$ cat config.mk
export PLATFORM = sky130hd
export DESIGN_NAME = pipeline_hazard_ctrl
export DESIGN_NICKNAME = d
export VERILOG_FILES = /design/src/rtl/pipeline_hazard_ctrl_pkg.sv /design/src/rtl/pipeline_hazard_ctrl_load_use_detect.sv /design/src/rtl/pipeline_hazard_ctrl.sv
export SDC_FILE = /design/constraint.sdc
export NUM_CORES = 1
export LEC_CHECK = 0
export CAP_MARGIN = 20
export CORE_UTILIZATION = 48
export DETAILED_ROUTE_END_ITERATION = 10
export GPL_TIMING_DRIVEN = 0
export HOLD_SLACK_MARGIN = 0.06
export PLACE_DENSITY = 0.78
export SYNTH_ARGS = -nofsm -noshare
export SYNTH_HDL_FRONTEND = slang
export SYNTH_HIERARCHICAL = 1
export SYNTH_SLANG_ARGS = --single-unit
$ cat constraint.sdc
create_clock -name clk -period 2.5 [get_ports clk]
set_input_delay 0.25 -clock clk [delete_from_list [all_inputs] [get_ports clk]]
set_output_delay 0.25 -clock clk [all_outputs]
set_load 0.03 [all_outputs]
$ cat src/rtl/pipeline_hazard_ctrl_pkg.sv
// Shared state encodings, constants and operand-match helper for the
// pipeline hazard controller.
package pipeline_hazard_ctrl_pkg;

  typedef enum logic [1:0] {
    HZ_RUN      = 2'd0,
    HZ_MEM_WAIT = 2'd1,
    HZ_MD_WAIT  = 2'd2
  } hz_state_e;

  localparam logic        ZERO      = 1'b0;
  localparam logic [31:0] ZERO_WORD = 32'd0;

  // True when an ID source operand is actually read and names the given rd.
  function automatic logic reg_match(input logic used, input logic [4:0] id_rs,
                                     input logic [4:0] rd);
    return used & (id_rs == rd);
  endfunction

endpackage

$ cat src/rtl/pipeline_hazard_ctrl_load_use_detect.sv
// Load-use hazard: the load in EX writes a register the ID instruction reads.
// x0 is hardwired to zero and never creates a dependency.
module load_use_detect
  import pipeline_hazard_ctrl_pkg::*;
(
  input  logic [4:0] id_rs1_i,
  input  logic [4:0] id_rs2_i,
  input  logic       id_rs1_used_i,
  input  logic       id_rs2_used_i,
  input  logic [4:0] ex_rd_i,
  input  logic       ex_mem_read_i,
  output logic       hazard_o
);

  assign hazard_o = ex_mem_read_i & (ex_rd_i != 5'd0) &
                    (reg_match(id_rs1_used_i, id_rs1_i, ex_rd_i) |
                     reg_match(id_rs2_used_i, id_rs2_i, ex_rd_i));

endmodule

$ cat src/rtl/pipeline_hazard_ctrl.sv
// Stall/flush sequencer for the 5-stage pipeline: memory and mul/div waits,
// EX-resolved control transfers, load-use bubbles, watchdog and stall counter.
module pipeline_hazard_ctrl
  import pipeline_hazard_ctrl_pkg::*;
#(
  parameter int unsigned MEM_TIMEOUT = 255,
  parameter int unsigned CNT_W       = 32
) (
  input  logic             clk,
  input  logic             rst_n,
  input  logic [4:0]       id_rs1_i,
  input  logic [4:0]       id_rs2_i,
  input  logic             id_rs1_used_i,
  input  logic             id_rs2_used_i,
  input  logic [4:0]       ex_rd_i,
  input  logic             ex_mem_read_i,
  input  logic             jump_taken_ex_i,
  input  logic             dmem_req_i,
  input  logic             dmem_ready_i,
  input  logic             md_start_i,
  input  logic             md_done_i,
  output logic             pc_stall_o,
  output logic             PL_stall_ex,
  output logic             PL_flush,
  output logic             id_ex_bubble_o,
  output logic             ex_hold_o,
  output logic             mem_timeout_o,
  output logic [CNT_W-1:0] stall_cnt_o
);

  localparam logic [7:0] TIMEOUT_C = MEM_TIMEOUT[7:0];

  hz_state_e        state_q, state_d;
  logic [7:0]       wait_cnt_q, wait_cnt_d;
  logic             mem_timeout_q, mem_timeout_d;
  logic [CNT_W-1:0] stall_cnt_q, stall_cnt_d;

  logic lu_hazard_s;
  logic mem_miss_s, md_busy_s, wait_stall_s, release_s;
  logic pc_stall_s, if_stall_s, flush_s, bubble_s;

  load_use_detect u_load_use_detect (
    .id_rs1_i      (id_rs1_i),
    .id_rs2_i      (id_rs2_i),
    .id_rs1_used_i (id_rs1_used_i),
    .id_rs2_used_i (id_rs2_used_i),
    .ex_rd_i       (ex_rd_i),
    .ex_mem_read_i (ex_mem_read_i),
    .hazard_o      (lu_hazard_s)
  );

  // The access aborted by the watchdog is ignored during the timeout pulse cycle.
  assign mem_miss_s = dmem_req_i & ~dmem_ready_i & ~mem_timeout_q;
  assign md_busy_s  = md_start_i & ~md_done_i;

  // Next-state, wait counter and stall/flush decode in priority order.
  always_comb begin
    state_d       = state_q;
    wait_cnt_d    = wait_cnt_q;
    mem_timeout_d = ZERO;
    wait_stall_s  = ZERO;
    release_s     = ZERO;
    case (state_q)
      HZ_RUN: begin
        if (mem_miss_s) begin
          wait_stall_s = 1'b1;
          wait_cnt_d   = 8'd1;
          if (wait_cnt_d == TIMEOUT_C) begin
            mem_timeout_d = 1'b1;
          end else begin
            state_d = HZ_MEM_WAIT;
          end
        end else if (md_busy_s) begin
          wait_stall_s = 1'b1;
          state_d      = HZ_MD_WAIT;
        end else begin
          release_s = 1'b1;
        end
      end
      HZ_MEM_WAIT: begin
        if (dmem_ready_i) begin
          release_s = 1'b1;
          state_d   = HZ_RUN;
        end else begin
          wait_stall_s = 1'b1;
          wait_cnt_d   = wait_cnt_q + 8'd1;
          if (wait_cnt_d == TIMEOUT_C) begin
            mem_timeout_d = 1'b1;
            state_d       = HZ_RUN;
          end else begin
            state_d = HZ_MEM_WAIT;
          end
        end
      end
      HZ_MD_WAIT: begin
        if (md_done_i) begin
          release_s = 1'b1;
          state_d   = HZ_RUN;
        end else begin
          wait_stall_s = 1'b1;
        end
      end
      default: begin
        state_d = HZ_RUN;
      end
    endcase

    // Deferred jumps flush in the release cycle; flush outranks load-use.
    pc_stall_s = wait_stall_s;
    if_stall_s = wait_stall_s;
    flush_s    = ZERO;
    bubble_s   = ZERO;
    if (release_s && jump_taken_ex_i) begin
      flush_s  = 1'b1;
      bubble_s = 1'b1;
    end else if (release_s && lu_hazard_s) begin
      pc_stall_s = 1'b1;
      if_stall_s = 1'b1;
      bubble_s   = 1'b1;
    end else begin
      flush_s = ZERO;
    end

    stall_cnt_d = stall_cnt_q + {{(CNT_W-1){1'b0}}, if_stall_s};
  end

  assign pc_stall_o     = pc_stall_s & rst_n;
  assign PL_stall_ex    = if_stall_s & rst_n;
  assign PL_flush       = flush_s & rst_n;
  assign id_ex_bubble_o = bubble_s & rst_n;
  assign ex_hold_o      = wait_stall_s & rst_n;
  assign mem_timeout_o  = mem_timeout_q;
  assign stall_cnt_o    = stall_cnt_q;

  // State, watchdog, timeout pulse and stall counter registers.
  always_ff @(posedge clk or negedge rst_n) begin
    if (!rst_n) begin
      state_q       <= HZ_RUN;
      wait_cnt_q    <= 8'd0;
      mem_timeout_q <= 1'b0;
      stall_cnt_q   <= {CNT_W{1'b0}};
    end else begin
      state_q       <= state_d;
      wait_cnt_q    <= wait_cnt_d;
      mem_timeout_q <= mem_timeout_d;
      stall_cnt_q   <= stall_cnt_d;
    end
  end

endmodule

==> impl.org <==
** STA
- For the pin with the worst max-slew slack, the measured transition is ~0.73 ns.
- Setup violations remaining at the end of the flow were counted as 0.
- The number of slew-limit violations in the final report was 0.
- Fin crit period :: ~2.4 ns
- In the post-route analysis, the smallest setup slack over all paths is between 0.09 and 0.1 ns.
- Post-route clock skew :: approximately 0.013 ns
- The count of endpoints failing hold in the final timing report came to 0.
- Portion of the clock cycle consumed by the worst path in the final layout :: a little under 100%
- RSZ-0062 raised after global routing :: true
- Hold_ws :: around 0.48 ns
- Based on the critical path, the design can be clocked at up to ~420 MHz.
- Worst slew slack as a fraction of its limit :: about half

** Clock network
- Number of buffers created by CTS :: 5
- After clock tree synthesis, the clock-pin slew on the worst setup and hold paths is 0.09 ns.
- At the later pin of the worst-skew pair, clock insertion delay measures ~0.3 ns.
- TritonCTS built the clock tree.
- Clock tree root driver cell :: clkbuf_8
- H-tree levels :: 2
- For this design, the sink count on the clock tree is 43.
- The longest clock path from root to sink contains 2 buffers.

** Placement
- The wire-length estimate of the detail-placed layout is about 3.5 mm.
- Post-Place Worst Slack :: -0.9149 ns
- Input and output buffers added on the ports amount to 62.
- Placed instance count :: 336
- Once placement finished, the instance area stood at about 0.003 mm^2.
- At the end of routability-driven placement, the weighted congestion stood at ~0.82.

** Critical path
- In this run the worst path has a maximum fanout of 6.
- The worst setup path is launched from an input pin.
- Arrival @ worst endpoint :: 2.59 ns
- At the worst endpoint, the required time is between 2 and 3 ns.
- Launching element of the worst setup path :: id_rs2_i[0]
- For this design, the slowest cell found on the critical path is nor4_1.
- Reg-to-Reg Start :: mem_timeout_o
- The worst setup path is of the input pin to flip-flop kind.
- The largest single stage delay on the critical path is 0.28 ns.
- Cells traversed along the worst timing path :: dlygate4sd2_1 -> xor2_1 -> nor4_1 -> nand3_1 -> a21oi_2 -> nand2_2 -> a21oi_2 -> or2_4 -> ha_4 -> ha_4 -> inv_2 -> nor4_4 -> buf_4 -> nand4_1 -> xnor2_2
- The worst setup path is captured at a flip-flop.

** Power and ir drop
- Largest vdd supply drop :: between 0.4 and 0.5 mV
- Tot Pwr :: just under 2 mW
- For this design the static power due to leakage is roughly 1.4 nW.
- P per Cell Area :: between 600 and 700 mW/mm^2

** Status
- Status :: finished, violations left
- Failing checks :: DRC

** Floorplanning
- The initial utilization of the core area, before any placement, comes to roughly half.
- For this design the top-level I/O count stands at between 60 and 70.
- The core region is about 0.0044 mm^2.
- Die extent in x :: ~71 um
- Die outline area :: around 0.005 mm^2
- In this run the core area contains 24 standard-cell rows.
- In this run the vertical extent of the chip is 70.84 um.

** Global routing
- The first global-routing pass estimated 8.293 mm of wire.
- The number of antenna violations at the first check in global routing is 0.
- Vias in the first global route :: approximately 1800
- Total grt overflow :: 0
- For this run, the total global-route usage over all layers was measured as 20.96%.
- Entering global routing, the biggest net connects 28 pins.

** Layout
- Design area :: 0.003276 mm^2
- Fraction of final layout cells with drive strength greater than 1 :: between 10% and 20%
- In the final layout, flip-flops and latches occupy around 0.0011 mm^2.
- From synthesis to final layout, the design area changed by 44.00%.
- The layout has roughly 330 filler cells.
- The count of cells in the finished layout, fillers not included, comes to 355.
- Number of nets at the end of the flow :: ~330
- Area used by multi-input combinational logic :: 0.001254 mm^2
- The number of antenna diodes in the final layout is 0.

** Detailed routing
- Average vias per placed instance :: about 5.4
- DRC violation count after routing :: 4
- For this block, the routed nets add up to 5.002 mm of wire.
- Once detail routing completed, the nets flagged for antenna violations numbered 0.
- Detail-routed net length per standard cell :: around 14 um
- Via count :: 1915
- Number of iterations in the first detailed-routing pass :: 9
- After the first detailed-routing iteration, the DRC count stood at 110.

** Yosys
- When the netlist entered floorplanning its net count stood at 251.
- Sequential cell area fraction in the yosys report :: a little under half
- Counting every instance in the synthesized netlist gives approximately 220.
- Post-synth top area cell :: dfrtp_1
- Ranked by total cell area, the synthesized netlist is headed by dfrtp_1 47%, xnor2_1 12%, xor2_1 6.2%.
- A synthesized cell averages 10.29 um^2.
- The synthesized netlist occupies a cell area of ~0.0023 mm^2.
- Total of warnings raised by yosys :: 6
- Counting flops and latches in the post-synthesis netlist gives between 40 and 50.
- Unique masters post-synth :: 39
- Fraction of synthesized cell area taken by the top area cell type :: approximately 47%

** Flow run
- Across the run, the number of max-cap violations was 0.

** Min path
- In this run the most critical hold path is launched from stall_cnt_o[31].
- The min-delay analysis places its worst path in the category flip-flop to flip-flop.
[layout make-up]
class                           instances  area share, %
Buffer                                  8          1.299
Clock buffer                            5          2.101
Clock inverter                          3          1.337
Inverter                                6         0.6875
Multi-Input combinational cell        164          38.27
Sequential cell                        43          32.85
Tap cell                               52          1.986
Timing Repair Buffer                   74          21.47
[placed cells by master (no fill, tap or decap), types with 4 or more instances in the layout]
master           instances
clkdlybuf4s50_1         45
dfrtp_1                 43
xnor2_1                 27
xor2_1                  15
nand2_1                 14
nand3_1                 14
nand4_1                 12
buf_4                   10
nor2_1                   9
o21ai_0                  9
dlygate4sd2_1            7
buf_2                    6
nor3_1                   6
inv_1                    5
and3_1                   5
clkbuf_8                 5
a21oi_1                  4
[repair_timing]
item	4_1_cts	5_1_grt
setup endpoints to repair	26	26
gates cloned	1	0
resized for setup	38	19
setup buffers	6	2
pin swaps	14	15
hold buffers	2	0
endpoints found under the hold margin	16	0
[kinds of logic (layout without fill, tap and decap cells)]
family / count (synthesis) / after routing / synth area share, %
AOI/OAI and AO/OA: 26 / 26 / 6.491
xor gates and xnor gates: 46 / 46 / 17.71
adders and majority gates: 5 / 5 / 2.750
buffers and inverters: 14 / 96 / 2.860
DFF: 43 / 43 / 47.30
muxes: 1 / 1 / 0.4401
and+or+nand+nor: 86 / 86 / 22.44
[power breakdown]
group          internal, mW  switching [mW]
Sequential            0.770           0.124
Combinational         0.246           0.282
Clock                 0.297           0.247
[stage by stage]
step	setup TNS, ns	utilization [%]
3_5_place_dp	-19.22	66.95
2_1_floorplan	0	-
6_report	0	73.71
3_3_place_gp	-23.65	66.61
5_1_grt	-0.09070	73.71
4_1_cts	-0.01649	72.44
[registers in the layout, summed over array words and instances (netlist names)]
name and cells:
wait_cnt_q 8, mem_timeout_o 1, stall_cnt_o 32, state_q 2
[worst paths after layout]
check	endpoint	slack, ns	depth (start not counted)
worst max register to register	stall_cnt_o[16]	0.29	11
max in group asynchronous	state_q[1]	0.84	3
worst min-delay path	stall_cnt_o[31]	0.48	1
worst max-delay path	stall_cnt_o[16]	0.1	15
min in group asynchronous	stall_cnt_o[23]	0.50	3
worst min register to register	stall_cnt_o[31]	0.48	1
[synthesized netlist by cell type, drive strengths merged]
cell type and number:
and4 2, nor4 5, xnor2 30, or3b 1
or4 1, o21bai 2, nor2b 2, inv 6
a21oi 7, and2 3, dfrtp 43, mux2i 1
nor3 6, o221ai 1, buf 6, o21a 1
ha 5, and3 6, or2 1, nor3b 1
o21ai 12, a21boi 1, a31oi 1, o31ai 1
clkbuf 2, nand4 13, xor2 16, nand2 17
nor2 9, nand2b 2, nand3 17
[routing by layer]
metal | GRT usage (%) | up-vias | share of wire, % | routed length (um)
met4 | 7.111 | 0 | 0.92 | 46
met3 | 4.986 | 5 | 4.2 | 211
li1 | - | 934 | - | -
met1 | 27.58 | 922 | 45 | 2260
met5 | 0 | - | 0 | 0
met2 | 34.19 | 54 | 50 | 2485
[critical path, delay by kind of cell]
family                     cells  cell delay, ns
AOI/OAI and AO/OA              2            0.33
xor gates and xnor gates       2            0.31
adders and majority gates      2            0.26
buffers and inverters          3            0.48
and+or+nand+nor                6            0.98
(Power assumes the default switching activity.)
